$ cat config.mk
export PLATFORM = sky130hd
export DESIGN_NAME = encoder_debounce_a3
export DESIGN_NICKNAME = d
export VERILOG_FILES = /design/src/rtl/enc_pkg.sv /design/src/rtl/debounce_vec.sv /design/src/rtl/encoder_debounce_a3.sv
export SDC_FILE = /design/constraint.sdc
export NUM_CORES = 1
export LEC_CHECK = 0
export BUFFER_PORTS_ARGS = -buffer_cell sky130_fd_sc_hd__buf_4
export CAP_MARGIN = 20
export CORE_MARGIN = 2
export CORE_UTILIZATION = 49
export DETAILED_ROUTE_END_ITERATION = 8
export HOLD_SLACK_MARGIN = 0.06
export PLACE_DENSITY = 0.7
export SLEW_MARGIN = 0
export SYNTH_ARGS = -nofsm -noshare
export SYNTH_HDL_FRONTEND = slang
export SYNTH_HIERARCHICAL = 1
export SYNTH_SLANG_ARGS = --single-unit
$ cat constraint.sdc
create_clock -name clk -period 1.4 [get_ports clk]
set_input_delay 0.14 -clock clk [delete_from_list [all_inputs] [get_ports clk]]
set_output_delay 0.14 -clock clk [all_outputs]
set_load 0.01 [all_outputs]
$ cat src/rtl/enc_pkg.sv
// Shared definitions for the eight-line debounced priority encoder:
// sizes, FSM state type and the encoding helpers.
package enc_pkg;

    localparam int NUM_LINES = 8;
    localparam int CODE_W    = 3;

    localparam logic [NUM_LINES-1:0] ALL_RELEASED = 8'hFF;

    typedef enum logic [1:0] {
        IDLE         = 2'd0,
        PRESENT      = 2'd1,
        WAIT_RELEASE = 2'd2
    } state_t;

    // Index of the lowest asserted (low) line; the lowest index wins.
    function automatic logic [CODE_W-1:0] prio_code(input logic [NUM_LINES-1:0] v_n);
        logic [CODE_W-1:0] c;
        c = {CODE_W{1'b0}};
        for (int i = NUM_LINES - 1; i >= 0; i--) begin
            if (!v_n[i]) begin
                c = CODE_W'(i);
            end
        end
        return c;
    endfunction

    // Clearing the lowest set bit of the active-high view leaves something
    // only when at least two lines are asserted.
    function automatic logic multi_low(input logic [NUM_LINES-1:0] v_n);
        logic [NUM_LINES-1:0] low;
        low = ~v_n;
        return |(low & (low - {{(NUM_LINES-1){1'b0}}, 1'b1}));
    endfunction

endpackage

$ cat src/rtl/debounce_vec.sv
// Two-flop synchronizer followed by a whole-vector debouncer: the stable
// output only takes a value the synchronized input has held long enough.
module debounce_vec #(
    parameter int WIDTH           = 8,
    parameter int DEBOUNCE_CYCLES = 16
) (
    input  logic             clk,
    input  logic             reset,
    input  logic [WIDTH-1:0] i_async_n,
    output logic [WIDTH-1:0] o_stable
);

    localparam int CNT_W = $clog2(DEBOUNCE_CYCLES + 1);
    localparam logic [CNT_W-1:0] CNT_SAT  = CNT_W'(DEBOUNCE_CYCLES);
    // The sample that loads the candidate counts as the first of the window.
    localparam logic [CNT_W-1:0] CNT_LOAD = CNT_W'(DEBOUNCE_CYCLES - 1);

    logic [WIDTH-1:0] r_sync1;
    logic [WIDTH-1:0] r_sync2;
    logic [WIDTH-1:0] r_cand;
    logic [WIDTH-1:0] r_stable;
    logic [CNT_W-1:0] r_cnt;
    logic [CNT_W-1:0] w_cnt_next;
    logic             w_changed;

    // Run-length counter: restarts on any change, saturates once settled.
    always_comb begin
        w_changed  = (r_sync2 != r_cand);
        w_cnt_next = r_cnt;
        if (w_changed) begin
            w_cnt_next = {CNT_W{1'b0}};
        end else if (r_cnt != CNT_SAT) begin
            w_cnt_next = r_cnt + CNT_W'(1);
        end else begin
            w_cnt_next = r_cnt;
        end
    end

    // Synchronizer, candidate, counter and stable registers.
    always_ff @(posedge clk) begin
        if (reset) begin
            r_sync1  <= {WIDTH{1'b1}};
            r_sync2  <= {WIDTH{1'b1}};
            r_cand   <= {WIDTH{1'b1}};
            r_stable <= {WIDTH{1'b1}};
            r_cnt    <= {CNT_W{1'b0}};
        end else begin
            r_sync1 <= i_async_n;
            r_sync2 <= r_sync1;
            r_cand  <= r_sync2;
            r_cnt   <= w_cnt_next;
            if (w_cnt_next == CNT_LOAD) begin
                r_stable <= r_sync2;
            end else begin
                r_stable <= r_stable;
            end
        end
    end

    assign o_stable = r_stable;

endmodule

$ cat src/rtl/encoder_debounce_a3.sv
// Debounced eight-line priority encoder: one event per press, presented
// with a valid/ready handshake and held until the consumer accepts it.
module encoder_debounce_a3
    import enc_pkg::*;
#(
    parameter int DEBOUNCE_CYCLES = 16
) (
    input  logic                 clk,
    input  logic                 reset,
    input  logic [NUM_LINES-1:0] lines_n,
    input  logic                 ready,
    output logic [CODE_W-1:0]    code,
    output logic                 valid,
    output logic                 multi
);

    logic [NUM_LINES-1:0] w_stable;

    state_t            r_state;
    state_t            w_state_next;
    logic [CODE_W-1:0] r_code;
    logic [CODE_W-1:0] w_code_next;
    logic              r_multi;
    logic              w_multi_next;
    logic              r_valid;
    logic              w_valid_next;

    debounce_vec #(
        .WIDTH           (NUM_LINES),
        .DEBOUNCE_CYCLES (DEBOUNCE_CYCLES)
    ) u_debounce (
        .clk       (clk),
        .reset     (reset),
        .i_async_n (lines_n),
        .o_stable  (w_stable)
    );

    // Next state and next registered outputs of the event FSM.
    always_comb begin
        w_state_next = r_state;
        w_code_next  = r_code;
        w_multi_next = r_multi;
        w_valid_next = r_valid;
        case (r_state)
            IDLE: begin
                if (w_stable != ALL_RELEASED) begin
                    w_state_next = PRESENT;
                    w_code_next  = prio_code(w_stable);
                    w_multi_next = multi_low(w_stable);
                    w_valid_next = 1'b1;
                end else begin
                    w_state_next = IDLE;
                end
            end
            PRESENT: begin
                // The captured event is frozen here; only acceptance moves on.
                if (r_valid && ready) begin
                    w_state_next = (w_stable == ALL_RELEASED) ? IDLE : WAIT_RELEASE;
                    w_code_next  = {CODE_W{1'b0}};
                    w_multi_next = 1'b0;
                    w_valid_next = 1'b0;
                end else begin
                    w_state_next = PRESENT;
                end
            end
            WAIT_RELEASE: begin
                if (w_stable == ALL_RELEASED) begin
                    w_state_next = IDLE;
                end else begin
                    w_state_next = WAIT_RELEASE;
                end
            end
            default: begin
                w_state_next = IDLE;
                w_code_next  = {CODE_W{1'b0}};
                w_multi_next = 1'b0;
                w_valid_next = 1'b0;
            end
        endcase
    end

    // State and output registers.
    always_ff @(posedge clk) begin
        if (reset) begin
            r_state <= IDLE;
            r_code  <= {CODE_W{1'b0}};
            r_multi <= 1'b0;
            r_valid <= 1'b0;
        end else begin
            r_state <= w_state_next;
            r_code  <= w_code_next;
            r_multi <= w_multi_next;
            r_valid <= w_valid_next;
        end
    end

    assign code  = r_code;
    assign multi = r_multi;
    assign valid = r_valid;

endmodule

==> results.yml, run 1 <==
critical_path:
  crit_chain: "ha_4 > xor2_2 > nand4_1 > nor3_4 > buf_12 > mux2i_1"
  crit_buf_inv: 1
  critPathLaunchType: "register"
  setup.worst_path.end_class: "register"
  crit_end: "u_debounce/o_stable[0]"
  worstPathArrival_ps: 1730
  reg2reg_setup_slack_ps: -30
  cp.depth: 6
  max_stage_delay_ps: 390
  r2r_end: "u_debounce/o_stable[0]"
  r2r-start: "u_debounce/r_cnt[0]"
  crit_type: "reg -> reg"
  crit_slowest_cell: "dfxtp_4"
  cp_max_fo: 8
  cp.required_ps: 1690
  cp-startpoint: "u_debounce/r_cnt[0]"
  cpLargestDelayFamily: "flip-flops"
  rr_worst_depth: 6
synthesis:
  synth_top_cell_area_share_pct: 51.5
  postSynthAreaPerCell_um2: 9.77
  synth-edff-count: 0
  syn_nets: 188
  yosysSeqAreaShare_pct: 51.5
  netlist_instances: 175
  synthFlopType: "dfxtp_1"
  synth_seq_cells: 44
  synth_top_cell_by_area: "dfxtp_1"
  netlist_top_cells_area: "dfxtp_1 52%, or2_2 5.9%, mux2i_1 5.3%"
  synth_warnings: 6
  ys_types: 35
  netlist_area_um2: 1710
  async_flop_share_pct: 0
sta:
  finClkSkew_ps: 11.9
  worst_slew_pin_slew_ps: 365
  drv_slew: 0
  clock.fmax_mhz: 697
  whs_ps: 162
  min_period_ps: 1430
  rsz0062_at_grt: "true"
  finalCritPeriodShare_pct: 102
  layout_setup_ws_ps: -34.6
  setup_violations: 5
  hold_viol: 0
  slew_headroom_pct: 75.6
  finalSetupTns_ps: -62.6
die:
  core.rowCount: 21
  die_area_um2: 3980
  ios: 16
  die_w_um: 63.1
  initial_core_util_pct: 51.2
  chipHeight_um: 63.1
  core_area_um2: 3340
drt:
  drt_iter0_drc: 63
  dr.pass1.iters: 4
  wl_per_cell_um: 11.4
  ant_nets: 0
  routed_wirelength_um: 2980
  drc: 0
  drt-vias-per-instance: 5.04
  vias: 1315
pwr:
  cellPowerDensity_nw_per_um2: 927
  peakVddDrop_mv: 0.832
  p_total_mw: 2.00
  p_leak_nw: 0.855
job:
  cap_violations: 0
cells_and_area:
  area_growth_pct: 26.3
  layout-drive-gt1-share_pct: 32.1
  design_area_um2: 2160
  nNetsFinal: 228
  final_util_pct: 64.7
  num_antenna_cells: 0
  fin_cells: 261
  fillers: 285
worst_hold_path:
  hp-class: "in -> reg"
placement:
  pre_cts_ws_ps: -60.8
  hpwlAfterDp_um: 2090
  portBuffers: 15
  placed_area_um2: 1980
  place_inst: 243
  place.gp.congestion: 0.763
clock_network:
  ctsLongestPathBuffers: 2
  cts_tree: "yes"
  clock_latency_ps: 360
  cts_sinks: 44
  cts.clk_slew.worst_paths_ps: 120
  cts_max_level: 2
  cts_buffers: 5
  root_buffer: "clkbuf_4"
grt:
  grt_use_met2_pct: 31.1
  grt_pass1_wl_um: 5360
  grt_max_degree: 43
  grt_antenna_before_repair: 0
  grt_use_met1_pct: 18.3
  busiest_layer: "met2"
  overflow: 0
  groute.usage.overall_pct: 17.5
  grt_pass1_vias: 1281
  globalRouteMet3Util_pct: 4.29
status:
  status: "finished with violations"
  violations: "negative setup slack"
## cell usage in the layout (no fill, tap or decap), types with 3 or more instances in the layout
master	netlist	layout
buf_4	0	30
inv_1	13	11
nand3_1	8	8
or2_2	16	16
xnor2_1	9	9
clkbuf_4	0	5
nand4_1	4	4
mux2i_1	9	9
dfxtp_1	44	40
nor2_1	23	23
a21oi_1	4	4
nand3b_1	3	3
dlygate4sd3_1	0	8
nand2_1	7	7
## routing by layer
layer  vias to the layer above  share of wire [%]
met5                         -                  0
met3                         8                3.7
met4                         0                2.4
met1                       609                 42
li1                        667                  -
met2                        31                 52
## sequential cells by signal, indices dropped and copies added, names as in the netlist
register / cells
u_debounce/o_stable: 8
u_debounce/r_cand: 8
u_debounce/r_sync1: 8
u_debounce/r_sync2: 8
u_debounce/r_cnt: 5
code: 3
r_state: 2
multi: 1
valid: 1
## worst min-delay path, stage by stage
cell and delay [ps]:
buf_4 80, nand2_1 60, nor2_1 130, nor4b_1 70
## Yosys cell counts (3+ instances only)
library cell	instances
dfxtp_1	44
nor2_1	23
or2_2	16
inv_1	13
mux2i_1	9
xnor2_1	9
nand3_1	8
nand2_1	7
a21oi_1	4
nand4_1	4
clkbuf_1	3
nand3b_1	3
xor2_1	3
## power by group
part           switching, mW  internal [mW]  total [mW]
Combinational         0.0564         0.0731       0.129
Sequential            0.0148           1.28        1.30
Clock                  0.392          0.185       0.577
Total                  0.463           1.54        2.00
## layout make-up
cell class | count | area [µm²] | share of cell area, %
flip-flops and latches | 44 | 891 | 41.3
multi-input cells | 112 | 787 | 36.5
repair buffers | 39 | 325 | 15.1
well taps | 46 | 57.6 | 2.67
inverters | 13 | 48.8 | 2.26
clock buffers | 5 | 37.5 | 1.74
clock inverters | 2 | 11.3 | 0.522
## worst min path at each step
stage,end,depth (start not counted),from
2_1_floorplan,u_debounce/r_sync1[0],1,lines_n[0]
3_3_place_gp,u_debounce/r_sync1[2],2,lines_n[2]
3_5_place_dp,u_debounce/r_sync1[5],2,lines_n[5]
4_1_cts,r_state[0],4,ready
5_1_grt,code[1],2,reset
6_report,r_state[0],4,ready
## repair_timing
item,in CTS,in global routing
endpoints found under the hold margin,8,0
gates cloned,0,0
hold buffers,8,0
gates resized for setup,4,4
setup buffers,2,1
setup endpoints to repair,11,16
pin swaps,4,1
## logic make-up (layout without fill, tap and decap cells)
group | count (synthesis) | after routing | share of synthesized area, %
xor+xnor | 12 | 12 | 6.15
compound gates | 18 | 18 | 7.91
buf+inv | 19 | 59 | 5.05
fa+ha+maj | 2 | 2 | 1.46
mux | 9 | 9 | 5.27
simple gates | 71 | 71 | 22.6
flops | 44 | 44 | 51.5
No activity file was read; power rests on OpenSTA's default activity.
==> run 2: changes to the inputs <==
- CORE_MARGIN: 2 -> 1
- CTS_CLUSTER_SIZE: not set -> 10
==> run 2 against run 1 <==
Compared with the run above: the flow still finishes with violations (negative setup slack); die area shrank 6.2%; clock skew is 1.6 ps higher; critical path depth fell by 2; first-iteration DRC count down 7.9%; via count shrank 0.23%; sequential power barely moved; power rose by 9.7%; sequential share of layout area about the same; routed wire length is 3.5% lower; fmax fell by 1.6%; final cell count decreased by 0.38%; largest power group unchanged.
==> results.yml, run 2 (same netlist as run 1, synthesis figures left out) <==
status:
  status: "finished with violations"
  violations: "negative setup slack"
critical_path:
  setup.worst_path.end_class: "register"
  cp-startpoint: "u_debounce/o_stable[2]"
  crit_type: "reg -> reg"
  crit_slowest_cell: "a211o_1"
  cp_max_fo: 5
  critPathLaunchType: "register"
  r2r-start: "u_debounce/o_stable[2]"
  max_stage_delay_ps: 360
  cp.required_ps: 1660
  crit_chain: "and4_1 > a211o_1 > a2111o_1 > o311ai_1"
  worstPathArrival_ps: 1720
cells_and_area:
  layout-drive-gt1-share_pct: 29.9
  regArea_um2: 888
  multi_input_area_um2: 768
  num_antenna_cells: 0
  fillers: 272
  area_growth_pct: 25.9
  layout_common_cells: "40 x dfxtp_1, 28 x buf_4, 23 x nor2_1, 16 x or2_2, 12 x inv_1"
  nNetsFinal: 226
  design_area_um2: 2150
  mostFrequentLayoutCell: "dfxtp_1"
grt:
  grt_pass1_wl_um: 4800
  overflow: 0
  grt_max_degree: 43
  groute.usage.overall_pct: 18.1
  grt_antenna_before_repair: 0
  grt_pass1_vias: 1250
placement:
  hpwlAfterDp_um: 2020
  place.gp.congestion: 0.746
  placed_area_um2: 1980
  portBuffers: 15
drt:
  ant_nets: 0
  vias: 1312
  drt_iter0_drc: 58
  wl_per_cell_um: 11.1
  drt-vias-per-instance: 5.05
  dr.pass1.iters: 6
  drc: 0
  routed_wirelength_um: 2880
worst_hold_path:
  hp-class: "in -> reg"
  worstHoldStart: "ready"
sta:
  clock.fmax_mhz: 686
  worst_slew_pin_slew_ps: 358
  min_period_ps: 1460
  finClkSkew_ps: 13.5
  setup_violations: 9
  finalCritPeriodShare_pct: 104
  slew_headroom_pct: 76.1
  rsz0062_at_grt: "true"
  drv_slew: 0
  layout_setup_ws_ps: -58.5
  hold_viol: 0
die:
  initial_core_util_pct: 51.2
  ios: 16
  core_area_um2: 3340
  die_area_um2: 3730
  die_w_um: 61.1
  chipHeight_um: 61.1
  core.rowCount: 21
pwr:
  peakVddDrop_mv: 1.00
  cellPowerDensity_nw_per_um2: 1020
  p_leak_nw: 0.852
  p_total_mw: 2.20
clock_network:
  root_buffer: "clkbuf_4"
  cts_buffers: 5
  cts_max_level: 2
  clock_latency_ps: 360
  ctsLongestPathBuffers: 2
  cts_sinks: 44
  cts_tree: "yes"
  cts.clk_slew.worst_paths_ps: 130
job:
  cap_violations: 0
-- run 2: final timing paths --
check / to / slack (ps) / cells past startpoint
worst max-delay path: multi / -60 / 4
worst min-delay path: r_state[0] / 160 / 4
worst max register to register: multi / -60 / 4
worst min register to register: u_debounce/r_sync2[0] / 430 / 1
-- run 2: per-stage QoR --
| step | TNS, ps | hold slack [ps] | util (%) | worst slack [ps] | cells |
|---|---|---|---|---|---|
| finish | -193 | 159 | 64.5 | -58.5 | 260 |
| global route | -1680 | 162 | 64.5 | -154 | 260 |
| floorplan | -468 | 244 | - | -133 | 175 |
| detailed placement | -177 | 327 | 59.4 | -104 | 243 |
| global placement | -9.94 | 325 | 59.4 | -9.94 | 243 |
| CTS | -290 | 134 | 64.2 | -68.7 | 259 |
-- run 2: metal layers --
metal / vias up / wire (µm) / GRT usage (%)
met4: 0 / 56 / 9.74
met5: - / 0 / 0
met2: 28 / 1480 / 32.5
li1: 664 / - / -
met1: 613 / 1230 / 18.1
met3: 7 / 112 / 6.51
-- run 2: worst max-delay path: cells and delay by family (launching register included) --
family,cells,cell delay [ps]
DFF,1,340
and+or+nand+nor,1,210
AOI/OAI and AO/OA,3,820
-- run 2: cell type report --
| type | count | share of cell area (%) |
|---|---|---|
| Sequential cell | 44 | 41.3 |
| Multi-Input combinational cell | 112 | 35.7 |
| Timing Repair Buffer | 37 | 14.4 |
| Tap cell | 46 | 2.67 |
| Inverter | 13 | 2.27 |
| Clock inverter | 3 | 1.92 |
| Clock buffer | 5 | 1.74 |
-- run 2: power breakdown --
part	total [mW]	switching [mW]	internal, mW
combinational	0.126	0.0556	0.0703
clock	0.773	0.399	0.374
sequential	1.30	0.0156	1.28
total	2.20	0.470	1.73
-- run 2: repair_timing --
action / in CTS / in global routing
resized for setup: 1 / 2
hold buffers: 8 / 0
cloned: 0 / 0
endpoints found under the hold margin: 8 / 0
setup endpoints to repair: 12 / 16
setup buffers: 0 / 1
pin swaps: 2 / 1
